<file path="src/rtl/lcd_bus_arbiter_if.sv">
// Requester-side bus of the LCD arbiter: level requests in, ack/busy out.
interface lcd_bus_arbiter_if;
   logic [1:0] req;
   logic [1:0] req_rs;
   logic [7:0] req_data0;
   logic [7:0] req_data1;
   logic [1:0] ack;
   logic       busy;

   modport master (
      output req, req_rs, req_data0, req_data1,
      input  ack, busy
   );

   modport slave (
      input  req, req_rs, req_data0, req_data1,
      output ack, busy
   );
endinterface

</file>
<file path="src/rtl/lcd_bus_arbiter.sv">
// Two-requester HD44780 4-bit bus arbiter with nibble strobes and settle delay.
// Define LCD_ARB_ROUND_ROBIN_EN for round-robin ties; default is fixed priority.
module lcd_bus_arbiter #(
   parameter int unsigned EN_HIGH_CYCLES    = 1,
   parameter int unsigned NIBBLE_GAP_CYCLES = 1,
   parameter int unsigned CMD_DELAY_CYCLES  = 1,
   parameter int unsigned LONG_DELAY_CYCLES = 2
) (
   input  logic             clk,
   input  logic             reset,
   lcd_bus_arbiter_if.slave bus,
   output logic             o_lcd_en,
   output logic             o_lcd_rs,
   output logic [3:0]       o_lcd_data
);

   // Counter reload values; a zero parameter behaves as one cycle.
   localparam logic [7:0] LP_EN = (EN_HIGH_CYCLES == 0) ?
      8'd0 : 8'(EN_HIGH_CYCLES - 1);
   localparam logic [7:0] LP_GAP = (NIBBLE_GAP_CYCLES == 0) ?
      8'd0 : 8'(NIBBLE_GAP_CYCLES - 1);
   localparam logic [7:0] LP_CMD = (CMD_DELAY_CYCLES == 0) ?
      8'd0 : 8'(CMD_DELAY_CYCLES - 1);
   localparam logic [7:0] LP_LONG = (LONG_DELAY_CYCLES == 0) ?
      8'd0 : 8'(LONG_DELAY_CYCLES - 1);

   typedef enum logic [2:0] {
      S_IDLE,
      S_HI_EN,
      S_HI_GAP,
      S_LO_EN,
      S_SETTLE
   } state_t;

   state_t     r_state;
   logic [7:0] r_cnt;
   logic [7:0] r_byte;
   logic [1:0] r_ack;
   logic       r_busy;
   logic       r_en;
   logic       r_rs;
   logic [3:0] r_data;

   logic       w_gnt;
   logic       w_rs;
   logic [7:0] w_byte;
   logic       w_done;
   logic       w_long;

`ifdef LCD_ARB_ROUND_ROBIN_EN
   logic r_last;

   always_comb begin
      w_gnt = bus.req[1];
      if (&bus.req)
         w_gnt = ~r_last;
   end

   // Reset value 1 lets req0 win the first tie.
   always_ff @(posedge clk) begin
      if (reset)
         r_last <= 1'b1;
      else if (r_state == S_IDLE && |bus.req)
         r_last <= w_gnt;
   end
`else
   assign w_gnt = ~bus.req[0];
`endif

   assign w_byte = w_gnt ? bus.req_data1 : bus.req_data0;
   assign w_rs   = bus.req_rs[w_gnt];
   assign w_done = (r_cnt == 8'd0);
   // Clear display / return home need the long settle.
   assign w_long = ~r_rs && (r_byte[7:2] == 6'd0);

   always_ff @(posedge clk) begin
      if (reset) begin
         r_state <= S_IDLE;
         r_cnt   <= 8'd0;
         r_byte  <= 8'd0;
         r_ack   <= 2'b00;
         r_busy  <= 1'b0;
         r_en    <= 1'b0;
         r_rs    <= 1'b0;
         r_data  <= 4'd0;
      end else begin
         r_ack <= 2'b00;
         if (!w_done)
            r_cnt <= r_cnt - 8'd1;
         unique case (r_state)
            S_IDLE: begin
               if (|bus.req) begin
                  r_state <= S_HI_EN;
                  r_byte  <= w_byte;
                  r_rs    <= w_rs;
                  r_data  <= w_byte[7:4];
                  r_en    <= 1'b1;
                  r_busy  <= 1'b1;
                  r_cnt   <= LP_EN;
                  r_ack   <= w_gnt ? 2'b10 : 2'b01;
               end
            end
            S_HI_EN: begin
               if (w_done) begin
                  r_state <= S_HI_GAP;
                  r_en    <= 1'b0;
                  r_cnt   <= LP_GAP;
               end
            end
            S_HI_GAP: begin
               if (w_done) begin
                  r_state <= S_LO_EN;
                  r_en    <= 1'b1;
                  r_data  <= r_byte[3:0];
                  r_cnt   <= LP_EN;
               end
            end
            S_LO_EN: begin
               if (w_done) begin
                  r_state <= S_SETTLE;
                  r_en    <= 1'b0;
                  r_cnt   <= w_long ? LP_LONG : LP_CMD;
               end
            end
            S_SETTLE: begin
               if (w_done) begin
                  r_state <= S_IDLE;
                  r_busy  <= 1'b0;
               end
            end
            default: begin
               r_state <= S_IDLE;
               r_busy  <= 1'b0;
               r_en    <= 1'b0;
            end
         endcase
      end
   end

   assign bus.ack    = r_ack;
   assign bus.busy   = r_busy;
   assign o_lcd_en   = r_en;
   assign o_lcd_rs   = r_rs;
   assign o_lcd_data = r_data;

endmodule

</file>
<file path="src/flat_wrapper.sv">
// flat-port wrapper written by rule: the top's interface ports become plain ports
module lcd_bus_arbiter_flat 
#(
   parameter int unsigned EN_HIGH_CYCLES    = 1,
   parameter int unsigned NIBBLE_GAP_CYCLES = 1,
   parameter int unsigned CMD_DELAY_CYCLES  = 1,
   parameter int unsigned LONG_DELAY_CYCLES = 2
)
  (clk, reset, o_lcd_en, o_lcd_rs, o_lcd_data, bus_req, bus_req_rs, bus_req_data0, bus_req_data1, bus_ack, bus_busy);
  lcd_bus_arbiter_if bus_i ();
  input  logic clk;
  input  logic reset;
  output logic o_lcd_en;
  output logic o_lcd_rs;
  output logic [3:0] o_lcd_data;
  input wire logic [$bits(bus_i.req)-1:0] bus_req;
  input wire logic [$bits(bus_i.req_rs)-1:0] bus_req_rs;
  input wire logic [$bits(bus_i.req_data0)-1:0] bus_req_data0;
  input wire logic [$bits(bus_i.req_data1)-1:0] bus_req_data1;
  output wire logic [$bits(bus_i.ack)-1:0] bus_ack;
  output wire logic [$bits(bus_i.busy)-1:0] bus_busy;
  assign bus_i.req = bus_req;
  assign bus_i.req_rs = bus_req_rs;
  assign bus_i.req_data0 = bus_req_data0;
  assign bus_i.req_data1 = bus_req_data1;
  assign bus_ack = bus_i.ack;
  assign bus_busy = bus_i.busy;
  lcd_bus_arbiter #(.EN_HIGH_CYCLES(EN_HIGH_CYCLES), .NIBBLE_GAP_CYCLES(NIBBLE_GAP_CYCLES), .CMD_DELAY_CYCLES(CMD_DELAY_CYCLES), .LONG_DELAY_CYCLES(LONG_DELAY_CYCLES)) u_core (.clk(clk), .reset(reset), .bus(bus_i), .o_lcd_en(o_lcd_en), .o_lcd_rs(o_lcd_rs), .o_lcd_data(o_lcd_data));
endmodule
</file>
<file path="config.mk">
export PLATFORM = sky130hd
export DESIGN_NAME = lcd_bus_arbiter_flat
export DESIGN_NICKNAME = d
export VERILOG_FILES = /design/src/rtl/lcd_bus_arbiter_if.sv /design/src/rtl/lcd_bus_arbiter.sv /design/src/flat_wrapper.sv
export SDC_FILE = /design/constraint.sdc
export NUM_CORES = 1
export LEC_CHECK = 0
export CAP_MARGIN = 20
export CORE_ASPECT_RATIO = 0.75
export CORE_MARGIN = 2
export CORE_UTILIZATION = 52
export DETAILED_ROUTE_END_ITERATION = 8
export GPL_ROUTABILITY_DRIVEN = 0
export PLACE_DENSITY_LB_ADDON = 0.15
export SYNTH_ARGS = -nofsm -noshare
export SYNTH_HDL_FRONTEND = slang
export SYNTH_SLANG_ARGS = --single-unit
</file>
<file path="constraint.sdc">
create_clock -name clk -period 5.8 [get_ports clk]
set_clock_uncertainty 0.2 [all_clocks]
set_input_delay 1.16 -clock clk [delete_from_list [all_inputs] [get_ports clk]]
set_output_delay 1.16 -clock clk [all_outputs]
set_load 0.005 [all_outputs]
</file>
* Word level (Yosys, flattened, before mapping)
Index checks and enable logic that the tools add are counted.
** Storage, ports and cells
- Bits in registers :: 28
- Bits of input ports :: 22
- Output and inout bits :: 9
- Word-level logic and storage cells :: 65
** Cells by class
- Add/subtract/negate cells :: 1
- Magnitude comparators :: 1
- Equality and inequality tests :: 10
- Muxes and demuxes :: 24
- Bitwise operators :: 6
- Reductions and logical operators :: 15
** Operators by type and width (count)
- two-way mux 8 bit :: 5
- one-hot mux 8 bit (3 select lines) :: 1
- two-way mux 3 bit :: 5
- one-hot mux 3 bit (5 select lines) :: 1
- inequality test 2 x 1 -> 1 bit, second input constant :: 6
- logical NOT 8 bit :: 1
- two-way mux 4 bit :: 2
- one-hot mux 4 bit (2 select lines) :: 1
- subtractor 8 x 1 -> 8 bit, second input constant :: 1
- == test 3 x 2 -> 1 bit, second input constant :: 2
- logical NOT 6 bit :: 1
- two-way mux 1 bit :: 6
- NOT 1 bit :: 6
- AND reduction 3 bit :: 2
- OR reduction 2 bit :: 3
- OR reduction 3 bit :: 2
- AND reduction 5 bit :: 1
- one-hot mux 1 bit (4 select lines) :: 1
- AND reduction 4 bit :: 1
- == test 3 x 1 -> 1 bit, second input constant :: 1
- == test 3 bit, second input constant :: 1
- logical NOT 3 bit :: 1
- one-hot mux 1 bit (3 select lines) :: 1
- less-than comparator 1 x 2 -> 1 bit, second input constant :: 1
- 4 further kinds :: 4

* Logic depth before layout (Yosys ltp)
- Word-level depth :: 5
- Gate-level depth with buffers :: 9
- Mapped depth without buffers :: 9

* Worst setup path before layout
OpenSTA, ideal clock, no wires.
- Path type :: in2reg
- Start :: input bus_req[1]
- End :: register u_core.r_cnt[3]
- Arrival time :: 2.232 ns
- Data required time :: 5.529 ns
- Path slack :: 3.297 ns
- Stages on the path :: 5
- Buffers on the path :: 1
- Cell sequence :: or2_2 clkbuf_1 a31oi_2 nand2_1 a21oi_1
** On the way
- Longest elaborated chain between the ends :: 3
** RTL lines
- from (decl) :: line flat_wrapper.sv:16 : input wire logic [$bits(bus_i.req)-1:0] bus_req;
- OR reduction 2 bit :: line lcd_bus_arbiter.sv:92 : if (|bus.req) begin
- two-way mux 8 bit :: line lcd_bus_arbiter.sv:92
- one-hot mux 8 bit (3 select lines) :: line lcd_bus_arbiter.sv:90 : unique case (r_state)
- to (signal assigned) :: line lcd_bus_arbiter.sv:89 : r_cnt <= r_cnt - 8'd1;
- to (signal assigned) :: line lcd_bus_arbiter.sv:122 : r_cnt <= w_long ? LP_LONG : LP_CMD;
- to (decl) :: line lcd_bus_arbiter.sv:36 : logic [7:0] r_cnt;
No other way between the ends.
A chain may end at the register's enable or synchronous reset.

* Final worst setup path
- Start :: input bus_req[0]
- End :: register u_core.r_cnt[3]
Same word-level chain as after synthesis.

==> flow_summary_export.csv <==
group,metric,value,unit
cts,clock-root-buffer,"clkbuf_4",
yosys,synth_compound_area_share,17.47,%
worst_setup_path,crit_required,5.87,ns
routing,drt_iter0_drc,75,
yosys,yosysMostFrequentCell,"dfxtp_1",
routing,ant_nets,0,
yosys,ys_warn_count,0,
worst_setup_path,crit_start,"bus_req[0]",
die,start_util,56.48,%
cts,cts_tree,"yes",
global_routing,grt_first_pass_wirelength,4.919,mm
yosys,synth_area_leader_cell,"dfxtp_1",
worst_setup_path,critPathKind,"primary input to register",
worst_setup_path,crit_end,"u_core.r_cnt[3]",
routing,firstDrtPassIters,4,
yosys,avgSynthCellArea,9.036,um^2
yosys,yosys_register_bits,28,
yosys,ys_types,40,
yosys,syn_area,1346,um^2
worst_setup_path,worstPathArrival,3.24,ns
layout,antenna_cells,0,
placed_design,hpwl,2.244,mm
cts,numCtsBuffers,3,
global_routing,grt_usage,20.82,%
yosys,synth_area_leaders,"dfxtp_1 42%, mux2i_1 7.4%, nand2_1 4.2%",
worst_setup_path,max_stage_delay,0.74,ns
routing,viasPerCell,5.533,
layout,syn2layout_area_growth,26.58,%
flow_run,drv_cap,0,
global_routing,grt_max_degree,17,
sta,period_needed,3.172,ns
cts,cts.sinks,28,
yosys,synth_edf_count,0,
global_routing,overflow,0,
layout,final_util,71.50,%
sta,drv_slew,0,
cts,ctsLongestPathBuffers,2,
yosys,synth-async-reset-ratio,0,%
sta,slew-limit-headroom,57.31,%
cts,ctsHoldBuffers,0,
sta,rsz0062_at_grt,"no",
power_and_ir_drop,p_per_area,428.6,nW/um^2
worst_setup_path,cp_max_fo,13,
placed_design,port_buffers,30,
yosys,seq_area_frac_synth,41.64,%
worst_setup_path,crit-reg2reg-launch,"u_core.r_cnt[0]",
yosys,synth_top_family_by_area,"simple AND/OR/NAND/NOR gates",
cts,clk_pin_slew,0.15,ns
layout,drive_gt1_share,9.091,%
run_status,status,"finished, final reports clean",
cts,h-tree-depth,1,
cts,clk_latency,0.32,ns
cts,post-cts-setup-buffers,0,
yosys,synth_adder_area_share,2.788,%
worst_setup_path,crit_chain,"clkdlybuf4s50_1, or2_2, a31oi_2, nand2_1, a21oi_1",
die,die_area,3016,um^2
yosys,ys.flop_type,"dfxtp_1",
routing,post_drt_wl_per_cell,14.14,um
layout,fin_nets,202,
yosys,synthTopCellsByCount,"28 x dfxtp_1, 15 x nand2_1, 14 x nor2_1",
yosys,synth-xor-area-share,3.903,%
die,io-pin-count,31,
worst_setup_path,rr_worst_depth,9,
die,num_rows,15,
worst_setup_path,endpoint_kind,"register",
die,core-area,2384,um^2
sta,fmax,315.2,MHz
worst_setup_path,r2r_slack,3.19,ns
worst_setup_path,slowest_stage,"clkdlybuf4s50_1",
power_and_ir_drop,ir_drop,0.0002801,V
cts,cts_resized,0,
min_path,hold_path_class,"register to register",
sta,tightest_slew,0.6383,ns
sta,hold_viol_final,0,
routing,drc,0,
sta,setup_tns,0,ns
global_routing,grt_pass1_vias,1113,
yosys,synth_top_area_share,41.64,%
die,die_h,48.07,um
yosys,syn_nets,174,
power_and_ir_drop,p_leak,0.0006606,uW
yosys,synth_cells,149,
yosys,synthSimpleGateAreaFrac,21.75,%
die,die_x,62.76,um
sta,whs,0.2652,ns
worst_setup_path,crit_path_start_kind,"primary input",
global_routing,antenna_found_initial,0,
sta,setup_viol,0,
yosys,muxShareOfSynthArea,8.271,%
routing,finalWirelength,2.970,mm
routing,num_vias,1162,
worst_setup_path,reg2reg_to,"u_core.r_cnt[0]",
sta,fin_crit_sh,54.69,%
-- how the worst min path moves through the flow --
stage / depth (start not counted) / startpoint / to
after floorplan: 2 / u_core.r_byte[6] / u_core.r_byte[6]
after global placement: 2 / u_core.r_byte[6] / u_core.r_byte[6]
after detailed placement: 2 / u_core.r_byte[4] / u_core.r_byte[4]
after CTS: 2 / u_core.r_byte[6] / u_core.r_byte[6]
after global routing: 2 / u_core.r_byte[6] / u_core.r_byte[6]
final: 2 / u_core.r_byte[6] / u_core.r_byte[6]
-- cell type report --
cell class / instances / area, um^2
clock buffers: 3 / 22.52
clock inverters: 1 / 30.03
fillers: 192 / 679.4
inverters: 5 / 18.77
multi-input cells: 109 / 729.5
flip-flops and latches: 28 / 560.5
well taps: 34 / 42.54
repair buffers: 30 / 300.3
-- sequential cells by signal, indices dropped and copies added (netlist names) --
| register | cells |
|---|---|
| u_core.o_lcd_en | 1 |
| u_core.r_cnt | 8 |
| u_core.r_byte | 8 |
| u_core.o_lcd_data | 4 |
| u_core.o_lcd_rs | 1 |
| u_core.bus.ack | 2 |
| u_core.r_state | 3 |
| u_core.bus.busy | 1 |
-- metal layers --
layer | routed length [um] | track usage (%)
met5 | 0 | 0
met3 | 132 | 4.235
met4 | 15 | 2.667
met2 | 1406 | 37.85
met1 | 1416 | 27.32
-- layout by cell type (no fill, tap or decap), drive strengths merged, types with 2 or more instances in the layout --
cell / count
xnor2: 2
xor2: 4
a21oi: 11
nor2: 14
nand2: 16
o21ai: 11
clkbuf: 3
clkdlybuf4s50: 30
or2: 2
nor4: 4
o211ai: 2
inv: 5
nor3b: 2
a31oi: 2
o31ai: 3
mux2i: 10
a31o: 2
nand3: 5
ha: 3
nor3: 5
dfxtp: 28
-- critical path, delay by kind of cell --
kind                   cells  cell delay, ns
and+or+nand+nor            2            0.73
AOI/OAI and AO/OA          2            0.61
buffers and inverters      1            0.74
-- power by group --
group          switching (uW)  total, uW  internal (uW)
logic                     160        308            148
clock network            56.4        126           69.9
registers                50.0        296            246
total                     266        730            464
-- logic make-up after synthesis --
family,count (synthesis)
AOI/OAI and AO/OA,35
xor gates and xnor gates,6
adders and majority gates,3
buffers and inverters,12
DFF,28
muxes,11
and+or+nand+nor,54
-- stage by stage --
step                      power [uW]  instances  cell area [um^2]  setup slack [ns]
after floorplan                506.3        149              1346             3.297
after global placement         589.8        206              1652             2.390
after detailed placement       605.2        206              1652             2.298
after CTS                      730.3        210              1704             2.642
after global routing           781.4        210              1704             2.479
final                          730.4        210              1704             2.628
Power figures use the tool's default switching activity.
